[config.mk]
export PLATFORM = sky130hd
export DESIGN_NAME = fns_lane_pipe
export DESIGN_NICKNAME = d
export VERILOG_FILES = /design/src/rtl/fns_lane_pipe.sv
export SDC_FILE = /design/constraint.sdc
export NUM_CORES = 1
export LEC_CHECK = 0
export CELL_PAD_IN_SITES_DETAIL_PLACEMENT = 0
export CELL_PAD_IN_SITES_GLOBAL_PLACEMENT = 1
export CORE_AREA = 2 2 132 108
export DETAILED_ROUTE_END_ITERATION = 8
export DIE_AREA = 0 0 134 110
export PLACE_DENSITY_LB_ADDON = 0.1
export SLEW_MARGIN = 20
export SYNTH_ARGS = -nofsm -noshare
export SYNTH_HDL_FRONTEND = slang
export SYNTH_SLANG_ARGS = --single-unit
[constraint.sdc]
create_clock -name clk -period 2.23 [get_ports clk]
set_clock_uncertainty 0.2 [all_clocks]
set_input_delay 0.446 -clock clk [delete_from_list [all_inputs] [get_ports clk]]
set_output_delay 0.446 -clock clk [all_outputs]
set_load 0.02 [all_outputs]
[src/rtl/fns_lane_pipe.sv]
// Multi-lane mode-selected operation pipe: one register stage (S1) feeding an
// in-order output FIFO with valid/ready flow control and per-lane accumulators.
module fns_lane_pipe #(
  parameter int WIDTH = 8,
  parameter int LANES = 2,
  parameter int DEPTH = 2
) (
  input  logic                         clk,
  input  logic                         rst_n,
  input  logic                         in_valid,
  output logic                         in_ready,
  input  logic [2:0]                   mode,
  input  logic [LANES*WIDTH-1:0]       a,
  input  logic [LANES*WIDTH-1:0]       b,
  output logic                         out_valid,
  input  logic                         out_ready,
  output logic [LANES*WIDTH-1:0]       out_data,
  output logic [2:0]                   out_mode,
  output logic                         err,
  output logic [$clog2(DEPTH+1)-1:0]   count
);

  localparam int DW = LANES * WIDTH;
  localparam int CW = $clog2(DEPTH + 1);
  localparam int PW = (DEPTH > 1) ? $clog2(DEPTH) : 1;

  typedef enum logic [2:0] {
    OP_XOR   = 3'd0,
    OP_PACK  = 3'd1,
    OP_AND1  = 3'd2,
    OP_LTMIX = 3'd3,
    OP_LTS   = 3'd4,
    OP_ACC   = 3'd5,
    OP_CLR   = 3'd6,
    OP_RSVD  = 3'd7
  } op_e;

  logic              s1_valid;
  op_e               s1_op;
  logic [DW-1:0]     s1_a;
  logic [DW-1:0]     s1_b;

  logic [WIDTH-1:0]  acc     [LANES];
  logic [WIDTH-1:0]  acc_nxt [LANES];
  logic [DW-1:0]     res;

  logic [DW-1:0]     fifo_data [DEPTH];
  logic [2:0]        fifo_mode [DEPTH];
  logic [PW-1:0]     rd_ptr;
  logic [PW-1:0]     wr_ptr;

  logic [CW:0]       occ;
  logic              accept;
  logic              push;
  logic              pop;

  function automatic logic [PW-1:0] ptr_inc(input logic [PW-1:0] p);
    return (p == PW'(DEPTH - 1)) ? '0 : p + PW'(1);
  endfunction

  // Occupancy counts the beat in S1 so that S1 can always drain into the FIFO.
  always_comb begin
    occ      = {1'b0, count} + {{CW{1'b0}}, s1_valid};
    in_ready = rst_n && (occ < (CW+1)'(DEPTH));
  end

  assign accept    = in_valid && in_ready;
  assign push      = s1_valid;
  assign out_valid = (count != '0);
  assign pop       = out_valid && out_ready;
  assign out_data  = fifo_data[rd_ptr];
  assign out_mode  = fifo_mode[rd_ptr];

  always_comb begin
    res     = '0;
    acc_nxt = acc;
    for (int unsigned i = 0; i < LANES; i++) begin
      logic [WIDTH-1:0] la;
      logic [WIDTH-1:0] lb;
      logic [WIDTH-1:0] lr;
      la = s1_a[i*WIDTH +: WIDTH];
      lb = s1_b[i*WIDTH +: WIDTH];
      lr = '0;
      unique case (s1_op)
        OP_XOR:   lr = la ^ lb;
        OP_PACK: begin
          lr[2] = 1'b1;
          lr[1] = la[0];
          lr[0] = lb[0];
        end
        OP_AND1:  lr[0] = la[0] & lb[0];
        // a is nominally signed, b unsigned: the mix makes the compare unsigned
        OP_LTMIX: lr[0] = (la < lb);
        OP_LTS:   lr[0] = ($signed(la) < $signed(lb));
        OP_ACC: begin
          acc_nxt[i] = acc[i] + la;
          lr         = acc_nxt[i];
        end
        OP_CLR:   acc_nxt[i] = '0;
        OP_RSVD:  lr = '0;
        default:  lr = '0;
      endcase
      res[i*WIDTH +: WIDTH] = lr;
    end
  end

  always_ff @(posedge clk) begin
    if (!rst_n) begin
      s1_valid  <= 1'b0;
      s1_op     <= OP_XOR;
      s1_a      <= '0;
      s1_b      <= '0;
      err       <= 1'b0;
      count     <= '0;
      rd_ptr    <= '0;
      wr_ptr    <= '0;
      acc       <= '{default: '0};
      fifo_data <= '{default: '0};
      fifo_mode <= '{default: '0};
    end else begin
      s1_valid <= accept;
      if (accept) begin
        s1_op <= op_e'(mode);
        s1_a  <= a;
        s1_b  <= b;
      end

      // Accumulators and err commit only when the beat retires into the FIFO.
      if (push) begin
        fifo_data[wr_ptr] <= res;
        fifo_mode[wr_ptr] <= s1_op;
        wr_ptr            <= ptr_inc(wr_ptr);
        acc               <= acc_nxt;
        if (s1_op == OP_RSVD) begin
          err <= 1'b1;
        end
      end

      if (pop) begin
        rd_ptr <= ptr_inc(rd_ptr);
      end

      if (push && !pop) begin
        count <= count + CW'(1);
      end else if (!push && pop) begin
        count <= count - CW'(1);
      end
    end
  end

endmodule

==> impl_metrics.csv <==
group,metric,value,unit
route,wl_per_cell,15.59,um
synth,synthXorXnorAreaFrac,2.143,%
synth,postSynth.asyncResetShare,0,%
final_layout,regArea,1918,um2
critical_path,r2r-start,"s1_a[8]",
clocking,clockBufferDepth,2,
route,drtIter0Drc,216,
synth,synth_cell_types,51,
global_route,grt.overflow.total,0,
route,route.met3.wl,644,um
final_layout,final_util,48.17,%
critical_path,r2r_setup_slack,50,ps
synth,synth_ff_type,"dfxtp_1",
synth,synthAdderAreaFrac,9.235,%
die,chipWidth,134,um
placement,dp_hpwl,9976,um
critical_path,path_class,"register to output port",
sta,hold_slack,254.1,ps
placement,gp_congestion,0.9066,
min_path,holdPathEnd,"fifo_data[1]",
sta,fin_crit_sh,98.07,%
synth,synth_top_family_by_area,"compound AO/OA/AOI/OAI gates",
sta,slew_violations,0,
sta,worst_pin_slew,461.6,ps
clocking,cts_tree,"built",
critical_path,critPathArrivalTime,1540,ps
synth,ys_ff_latch,95,
synth,avgSynthCellArea,7.988,um2
pwr,p_comb_share,32.8,%
die,die-area,14740,um2
synth,syn_area,4905,um2
global_route,grt_max_degree,40,
synth,ys_warn_count,0,
min_path,min-delay-start,"fifo_data[1]",
placement,port_buffers,62,
job,maxCapViolations,0,
sta,rsz0062_at_grt,"yes",
final_layout,area_delta_synth_final,31.22,%
final_layout,n_fill_cell,1333,
die,coreArea,13360,um2
die,start_util,36.71,%
route,met2_length,6127,um
clocking,cts-root-buf,"clkbuf_16",
pwr,switchingPower,1.702,mW
route,routed_via_density,5.161,
clocking,cts-htree-levels,3,
die,io_pins,63,
final_layout,fin_cells,882,
sta,hold_viol,0,
critical_path,reg2reg_depth,9,
global_route,antenna_found_initial,0,
synth,muxShareOfSynthArea,4.770,%
route,final_antenna_net_count,0,
route,drc,0,
route,top_layer,"met4",
global_route,grt.total_usage,19.44,%
global_route,grt_pass1_wl,22020,um
critical_path,endpoint_kind,"output port",
synth,syn_nets,688,
clocking,clk_pin_slew,70,ps
final_layout,multiInputGateArea,2935,um2
clocking,cts_sinks,95,
route,drt-met1-wl,6736,um
status,status,"finished clean",
synth,netlist_instances,614,
sta,max_freq,457.2,MHz
die,die_h,110,um
clocking,clock_latency,350,ps
synth,synth_edf_count,0,
final_layout,final_cell_area,6436,um2
synth,synth_compound_area_share,23.29,%
placement,place_inst,864,
synth,synth_top_area_share,38.78,%
final_layout,final_nets,771,
critical_path,critPathSlowestCell,"dfxtp_4",
final_layout,drive_gt1_share,20.09,%
pwr,p_int,3.435,mW
synth,yosys.area_share.simple,16.66,%
synth,synth_largest_area_cell,"dfxtp_1",
pwr,powerDensity,798.2,nW/um2
route,dr_total_vias,4552,
pwr,p_leak,2.529,nW
synth,synth.area.top_cells,"dfxtp_1 (39%), a21oi_1 (10%), ha_1 (8.4%), nand2_1 (7.8%), mux2_2 (4.4%)",
critical_path,regToRegEndpoint,"fifo_data[24]",
critical_path,worstPathCellList,"buf_12 -> mux2_2 -> dlygate4sd2_1",
sta,slew_headroom,69.20,%
clocking,cts_buffers,9,
critical_path,cp_slowest_stage_delay,390,ps
critical_path,start_kind,"register",
sta,setup_violations,0,
min_path,min_path_type,"register to register",
pwr,seqPwrFrac,38.7,%
synth,ys_seq_area_share,38.78,%
placement,placed_cell_area,5978,um2
clocking,cts_hold_buffers,0,
route,routed_wl,13750,um
sta,fin_crit,2187,ps
final_layout,n_antenna_cell,0,
global_route,grt_pass1_vias,4399,
critical_path,critPathRequiredTime,1580,ps
min_path,hold-path-cell-count,2,
critical_path,crit_path_max_fanout,9,
pwr,p_clk_share,28.5,%
die,core.rowCount,38,
pwr,vdd_ir_drop_max,536.2,uV
pwr,swShare,33.14,%
route,firstDrtPassIters,5,
what timing repair did:
item / CTS / global route
gates resized for setup: 58 / 47
gates cloned: 1 / 0
setup endpoints to repair: 30 / 32
pin swaps: 1 / 19
buffers inserted: 0 / 1
flip-flops by register name, indices dropped and copies added (netlist names):
| name | flops |
|---|---|
| acc | 16 |
| count | 2 |
| err | 1 |
| fifo_data | 32 |
| fifo_mode | 6 |
| push | 1 |
| rd_ptr | 1 |
| s1_a | 16 |
| s1_b | 16 |
| s1_op | 3 |
| wr_ptr | 1 |
critical path, delay by kind of cell, from the launching register on:
family / cells / cell delay, ps
buffers and inverters: 2 / 460
flip-flops: 1 / 390
multiplexers: 1 / 340
cells in the mapped netlist, types with 2 or more instances:
| cell | instances |
|---|---|
| nand2_1 | 102 |
| a21oi_1 | 101 |
| dfxtp_1 | 95 |
| nor2_1 | 52 |
| o21ai_0 | 39 |
| ha_1 | 33 |
| inv_1 | 28 |
| clkbuf_1 | 24 |
| mux2_2 | 19 |
| nor3_1 | 13 |
| nand3_1 | 8 |
| a31oi_1 | 7 |
| xnor2_1 | 7 |
| a21o_1 | 6 |
| o211ai_1 | 6 |
| and3_1 | 5 |
| nand2b_1 | 5 |
| xor2_1 | 5 |
| a211oi_1 | 4 |
| a211oi_2 | 4 |
| a22oi_1 | 4 |
| a41oi_1 | 3 |
| buf_2 | 3 |
| buf_4 | 3 |
| nor2b_1 | 3 |
| a22o_1 | 2 |
| buf_1 | 2 |
| fa_1 | 2 |
| inv_2 | 2 |
| mux2i_1 | 2 |
| o2111a_1 | 2 |
| o21a_1 | 2 |
| o31ai_1 | 2 |
| or2_2 | 2 |
worst max path at each step:
stage | start | endpoint | slack (ps) | cells after the start
finish | rd_ptr | out_data[4] | 40 | 3
global route | s1_b[10] | fifo_data[24] | -40 | 8
CTS | s1_a[8] | fifo_data[26] | 0.9 | 10
detailed placement | rst_n | in_ready | -330 | 4
global placement | rst_n | in_ready | -350 | 4
floorplan | s1_a[8] | fifo_data[30] | 50 | 8
per-stage QoR:
| step | total power, mW | setup slack (ps) | TNS, ps |
|---|---|---|---|
| after floorplan | 2.924 | 50.41 | 0 |
| after global placement | 3.609 | -349.6 | -1100 |
| after detailed placement | 3.627 | -330.6 | -2058 |
| after CTS | 5.128 | 0.9148 | 0 |
| after global routing | 5.458 | -44.41 | -78.60 |
| final | 5.137 | 42.94 | 0 |
per-layer routing:
metal / track usage [%] / up-vias
met5: 0 / -
met1: 25.92 / 2141
met2: 30.44 / 88
met4: 6.839 / 0
met3: 5.350 / 20
li1: - / 2303
logic make-up (layout without fill, tap and decap cells):
| logic type | Yosys count | after routing |
|---|---|---|
| buf+inv | 63 | 151 |
| compound gates | 192 | 192 |
| flops | 95 | 95 |
| fa+ha+maj | 35 | 35 |
| xor+xnor | 12 | 12 |
| simple gates | 196 | 196 |
| mux | 21 | 21 |
placed cells by master (no fill, tap or decap), types with 4 or more instances in the layout:
master and n:
and3_1 5, inv_2 4, dlygate4sd2_1 7, ha_1 24, o211ai_1 6, o21ai_0 34, a22oi_1 4, dfxtp_2 7
dfxtp_1 86, buf_12 5, xnor2_1 6, o21ai_1 4, ha_4 5, inv_1 26, clkdlybuf4s50_1 41, clkdlybuf4s15_1 4
clkbuf_16 9, mux2_2 19, a21oi_1 93, xor2_1 4, a21o_1 6, ha_2 4, buf_2 10, nand2_1 102
nand3_1 8, nor2_1 51, a21oi_2 8, nand2b_1 4, a31oi_1 6, buf_4 36, a211oi_1 4, nor3_1 10
cell type report:
type | instances | share of cell area (%)
clock buffer | 11 | 3.771
clock inverter | 5 | 0.5249
inverter | 31 | 1.808
multi-input combinational | 456 | 45.61
sequential | 95 | 29.80
tap | 180 | 3.499
timing repair buffer | 104 | 14.99
power by group through the flow:
stage	Sequential [mW]	Clock [mW]	Combinational, mW
after floorplan	2.00	0	0.929
after global routing	2.01	1.58	1.87
final	1.99	1.46	1.68
after detailed placement	2.01	0	1.62
after global placement	2.00	0	1.61
after CTS	1.98	1.50	1.64
Power figures use the tool's default switching activity.
